==> config.mk <==
export PLATFORM = sky130hd
export DESIGN_NAME = mod_div_unit
export DESIGN_NICKNAME = d
export VERILOG_FILES = /design/src/rtl/mod_div_pkg.sv /design/src/rtl/mod_div_datapath.sv /design/src/rtl/mod_div_unit.sv
export SDC_FILE = /design/constraint.sdc
export NUM_CORES = 1
export LEC_CHECK = 0
export ABC_AREA = 1
export BUFFER_PORTS_ARGS = -buffer_cell sky130_fd_sc_hd__buf_4
export CORE_UTILIZATION = 35
export CTS_CLUSTER_DIAMETER = 80
export DETAILED_ROUTE_END_ITERATION = 12
export SYNTH_ARGS = -nofsm -noshare
export SYNTH_HDL_FRONTEND = slang
export SYNTH_SLANG_ARGS = --single-unit
==> constraint.sdc <==
create_clock -name clk -period 2.5 [get_ports clk]
set_clock_uncertainty 0.1 [all_clocks]
set_input_delay 0.25 -clock clk [delete_from_list [all_inputs] [get_ports clk]]
set_output_delay 0.25 -clock clk [all_outputs]
set_load 0.03 [all_outputs]
==> src/rtl/mod_div_pkg.sv <==
// Shared types for the iterative divide unit.
// No logic; constants and FSM state encoding only.
// Not applicable: no handshake lives here.
package mod_div_pkg;

    localparam int DEFAULT_WIDTH = 8;

    typedef enum logic [1:0] {
        IDLE = 2'd0,
        ITER = 2'd1,
        DONE = 2'd2
    } state_t;

endpackage

==> src/rtl/mod_div_datapath.sv <==
// Holds the working remainder, divisor and running quotient; one subtract per step.
// Latency: registers update on the edge where load or step is high.
// No backpressure: the controlling FSM decides when to load or step.
module mod_div_datapath
    import mod_div_pkg::*;
#(
    parameter int WIDTH = DEFAULT_WIDTH
) (
    input  logic             clk,
    input  logic             reset,
    input  logic             load,
    input  logic             step,
    input  logic [WIDTH-1:0] a,
    input  logic [WIDTH-1:0] b,
    output logic             ge,
    output logic             div_zero,
    output logic [WIDTH-1:0] rem,
    output logic [WIDTH-1:0] quot
);

    logic [WIDTH-1:0] rem_q,  rem_d;
    logic [WIDTH-1:0] div_q,  div_d;
    logic [WIDTH-1:0] quot_q, quot_d;

    // Status back to the FSM: can we subtract again, and is the divisor zero.
    always_comb begin
        ge       = (rem_q >= div_q);
        div_zero = (div_q == '0);
    end

    // Load captures the operands; step performs one restoring-free subtraction.
    always_comb begin
        rem_d  = rem_q;
        div_d  = div_q;
        quot_d = quot_q;
        if (load) begin
            rem_d  = a;
            div_d  = b;
            quot_d = '0;
        end else if (step) begin
            rem_d  = rem_q - div_q;
            quot_d = quot_q + WIDTH'(1);
        end
    end

    // Working registers, cleared by reset so an aborted operation leaves no trace.
    always_ff @(posedge clk or posedge reset) begin
        if (reset) begin
            rem_q  <= '0;
            div_q  <= '0;
            quot_q <= '0;
        end else begin
            rem_q  <= rem_d;
            div_q  <= div_d;
            quot_q <= quot_d;
        end
    end

    assign rem  = rem_q;
    assign quot = quot_q;

endmodule

==> src/rtl/mod_div_unit.sv <==
// Unsigned quotient/remainder by repeated subtraction, with divide-by-zero flag.
// Latency: q+1 cycles from accepted start to DONE entry (1 cycle for b==0 or a<b).
// start is only honoured in IDLE; requests while busy or done are dropped.
module mod_div_unit
    import mod_div_pkg::*;
#(
    parameter int WIDTH = DEFAULT_WIDTH
) (
    input  logic             clk,
    input  logic             reset,
    input  logic             start,
    input  logic [WIDTH-1:0] a,
    input  logic [WIDTH-1:0] b,
    output logic             busy,
    output logic             done,
    output logic [WIDTH-1:0] quotient,
    output logic [WIDTH-1:0] remainder,
    output logic             div_by_zero
);

    state_t           state_q, state_d;
    logic [WIDTH-1:0] quotient_q,  quotient_d;
    logic [WIDTH-1:0] remainder_q, remainder_d;
    logic             dbz_q,       dbz_d;

    logic             load;
    logic             step;
    logic             ge;
    logic             div_zero;
    logic [WIDTH-1:0] rem;
    logic [WIDTH-1:0] quot;

    mod_div_datapath #(
        .WIDTH (WIDTH)
    ) u_datapath (
        .clk      (clk),
        .reset    (reset),
        .load     (load),
        .step     (step),
        .a        (a),
        .b        (b),
        .ge       (ge),
        .div_zero (div_zero),
        .rem      (rem),
        .quot     (quot)
    );

    // Next state, datapath controls, and result capture on DONE entry.
    always_comb begin
        state_d     = state_q;
        quotient_d  = quotient_q;
        remainder_d = remainder_q;
        dbz_d       = dbz_q;
        load        = 1'b0;
        step        = 1'b0;
        unique case (state_q)
            IDLE: begin
                if (start) begin
                    load    = 1'b1;
                    dbz_d   = 1'b0;
                    state_d = ITER;
                end
            end
            ITER: begin
                if (div_zero) begin
                    // Divisor zero: saturate quotient, hand back the dividend.
                    dbz_d       = 1'b1;
                    quotient_d  = '1;
                    remainder_d = rem;
                    state_d     = DONE;
                end else if (ge) begin
                    step = 1'b1;
                end else begin
                    quotient_d  = quot;
                    remainder_d = rem;
                    state_d     = DONE;
                end
            end
            DONE: begin
                state_d = IDLE;
            end
            default: begin
                state_d = IDLE;
            end
        endcase
    end

    // State and result registers; reset discards any in-flight operation.
    always_ff @(posedge clk or posedge reset) begin
        if (reset) begin
            state_q     <= IDLE;
            quotient_q  <= '0;
            remainder_q <= '0;
            dbz_q       <= 1'b0;
        end else begin
            state_q     <= state_d;
            quotient_q  <= quotient_d;
            remainder_q <= remainder_d;
            dbz_q       <= dbz_d;
        end
    end

    assign busy        = (state_q == ITER);
    assign done        = (state_q == DONE);
    assign quotient    = quotient_q;
    assign remainder   = remainder_q;
    assign div_by_zero = dbz_q;

endmodule

==> qor.yml <==
clock_network:
  cts_setup_buffers: 0
  cts.root.buffer_cell: "clkbuf_8"
  insertion_delay_ns: 0.29
  clkSinkCount: 43
  clk_pin_slew_ns: 0.08
  ctsResizeCount: 0
  numCtsBuffers: 5
  cts_tree: "built"
  ctsLongestPathBuffers: 2
  htree_levels: 2
  cts_hold_buf: 0
route:
  vias: 1881
  drtIter0Drc: 133
  detail_route.vias_per_cell: 4.59
  ant_nets: 0
  drt_first_pass_iters: 8
  drc_errors: 10
  wl_per_cell_um: 11.9
  routed_wl_mm: 4.89
die:
  rows: 29
  design.die.area_mm2: 0.00710
  fp.dieH_um: 84.2
  die_w_um: 84.2
  io_pins: 38
  initial_utilization_pct: 36.9
  core_mm2: 0.00642
placed_design:
  hpwl_mm: 3.62
  place_congestion: 0.857
  dp.cells: 402
  postPlaceCellArea_mm2: 0.00271
  numPortBuffers: 37
cells_and_area:
  finish.utilization_pct: 44.3
  seq_area_mm2: 0.00108
  drive_gt1_share_pct: 21.6
  n_antenna_cell: 0
  syn2layout_area_growth_pct: 20.1
  multi_input_area_mm2: 0.00112
  nFillCells: 640
  final-instance-count-excl-fill: 410
  final_cell_area_mm2: 0.00284
  nNetsFinal: 361
grt:
  grt_pass1_vias: 1731
  antenna_found_initial: 0
  grt_util_all_layers_pct: 14.7
  grt_max_degree: 44
  grt_overflow: 0
  grt_pass1_wl_mm: 8.28
setup_path:
  arrival_ns: 2.33
  cp.depth: 13
  cp.required_ns: 2.63
  path_buf_inv: 3
  crit_type: "reg2reg"
  reg2regPathDepth: 13
  cpMaxStageDelayCell: "fa_1"
  critPathMaxStageDelay_ns: 0.40
  critical_path.top_delay_family: "simple AND/OR/NAND/NOR gates"
  cpMostUsedCell: "nand2_1"
  crit_path_end_kind: "flip-flop"
  crit_chain: "inv_1 > ha_1 > inv_1 > fa_1 > nand2_1 > nand2_1 > nand3_1 > nand3_2 > nand2_2 > nand2_4 > inv_2 > nand2_1 > nand2_1"
  crit_path_start_kind: "flip-flop"
  crit_fanout: 26
timing:
  fin_setup_tns_ns: 0
  hold_violations: 24
  clock.fmax_ghz: 0.455
  rsz0062_at_grt: "false"
  holdWs_ns: -0.0129
  relSlewSlack_pct: 58.6
  setup_viol: 0
  fin_crit_ns: 2.20
  fin_crit_sh_pct: 88.0
  finalMaxSlewViolations: 0
  max_slew.worst_pin.slew_ns: 0.620
min_path:
  hp-class: "in2async"
pwr:
  power_frac_seq_pct: 27.8
  vdd_drop_max_mv: 0.508
  total_leakage_power_nw: 1.49
  clkPwrFrac_pct: 15.5
  swShare_pct: 46.4
  power_density_mw_per_mm2: 1450
  switchingPower_w: 0.00191
  internal_power_w: 0.00220
  p_comb_share_pct: 56.7
yosys:
  seq_area_frac_synth_pct: 45.5
  ys.warnings.count: 0
  synth_cells: 294
  synth-seq-cells: 43
  syn_avg_cell_area_um2: 8.05
  syn_nets: 323
  synth_cell_types: 29
  syn-cell-area_mm2: 0.00237
status:
  violations: "design-rule violations, negative hold slack"
  status: "finished with violations"
flow_run:
  max_cap_viol_count: 0
-- layout make-up --
class	count	area share [%]
Sequential cell	43	37.9
Clock buffer	6	2.55
Clock inverter	2	2.11
Timing Repair Buffer	40	11.0
Tap cell	77	3.39
Multi-Input combinational cell	213	39.3
Inverter	29	3.83
-- state kept, by name (all words and copies together) (netlist names) --
signal	count
u_datapath.div_q	8
div_by_zero	1
u_datapath.rem	8
quotient	8
state_q	2
remainder	8
u_datapath.quot	8
-- cells in the mapped netlist --
| cell type | number | area [um2] |
|---|---|---|
| or2_2 | 1 | 6.26 |
| nand4_1 | 1 | 6.26 |
| xnor2_1 | 1 | 8.76 |
| nor2_2 | 2 | 12.5 |
| a21oi_1 | 4 | 20.0 |
| o21ai_2 | 9 | 78.8 |
| nand3_2 | 3 | 30.0 |
| dfrtp_1 | 43 | 1080 |
| xor2_1 | 6 | 52.6 |
| inv_1 | 27 | 101 |
| inv_2 | 2 | 7.51 |
| o21ai_1 | 4 | 20.0 |
| ha_1 | 9 | 113 |
| buf_1 | 1 | 3.75 |
| clkbuf_1 | 2 | 7.51 |
| nand3_1 | 26 | 130 |
| nand3b_1 | 3 | 22.5 |
| nor2_1 | 17 | 63.8 |
| nand2_4 | 1 | 11.3 |
| buf_6 | 4 | 45.0 |
| nand2_2 | 5 | 31.3 |
| buf_2 | 2 | 10.0 |
| nor3_1 | 1 | 5.00 |
| nand2_1 | 101 | 379 |
| o21ai_0 | 15 | 75.1 |
| nor2_4 | 1 | 11.3 |
| fa_1 | 1 | 20.0 |
| nand4_2 | 1 | 12.5 |
| or2_1 | 1 | 6.26 |
-- worst register-to-register path, stage by stage (launching register included) --
cell	delay, ns
dfrtp_1	0.38
inv_1	0.09
ha_1	0.15
inv_1	0.06
fa_1	0.40
nand2_1	0.07
nand2_1	0.08
nand3_1	0.10
nand3_2	0.10
nand2_2	0.09
nand2_4	0.19
inv_2	0.20
nand2_1	0.07
nand2_1	0.06
-- logic make-up (layout without fill, tap and decap cells) --
kind of cell	Yosys count	in the layout	share of synthesized area [%]
AND/OR/NAND/NOR	164	164	30.8
XOR/XNOR	7	7	2.59
flip-flops	43	43	45.5
buffers and inverters	38	77	7.40
AO/OA/AOI/OAI	32	32	8.19
adder cells (fa/ha/maj)	10	10	5.60
-- metal layers --
layer | vias to the layer above | track usage, % | wire, um
met5 | - | 0 | 0
met4 | 0 | 4.23 | 53
met3 | 6 | 3.44 | 236
met2 | 42 | 21.6 | 2080
met1 | 820 | 21.5 | 2520
li1 | 1013 | - | -
-- layout by cell type (no fill, tap or decap), types with 6 or more instances in the layout --
master,netlist,final
xor2_1,6,6
buf_4,0,39
nor2_1,17,17
ha_1,9,9
dfrtp_1,43,43
nand2_1,101,101
nand3_1,26,26
o21ai_0,15,15
inv_1,27,27
o21ai_2,9,9
-- power by group through the flow --
stage	clock, W	sequential [W]	combinational, W
final	0.000637	0.00114	0.00234
after CTS	0.000649	0.00115	0.00236
after global routing	0.000681	0.00118	0.00265
after floorplan	0	0.00132	0.00164
after global placement	0	0.00115	0.00230
after detailed placement	0	0.00116	0.00234
-- through the flow --
| step | power (W) | worst slack (ns) |
|---|---|---|
| after detailed placement | 0.00351 | 0.299 |
| after CTS | 0.00416 | 0.285 |
| after global placement | 0.00346 | 0.342 |
| final | 0.00412 | 0.301 |
| after global routing | 0.00451 | 0.0803 |
| after floorplan | 0.00296 | 0.517 |
-- path summary, 6_finish.rpt --
check,end,slack (ns),startpoint
setup / recovery,remainder[5],0.30,u_datapath.rem[0]
hold / removal,u_datapath.rem[6],-0.01,reset
setup reg to reg,remainder[5],0.30,u_datapath.rem[0]
hold reg to reg,remainder[3],0.39,remainder[3]
max in group asynchronous,u_datapath.div_q[7],1.94,reset
min in group clk,u_datapath.div_q[0],0.06,b[0]
(Power assumes the default switching activity.)
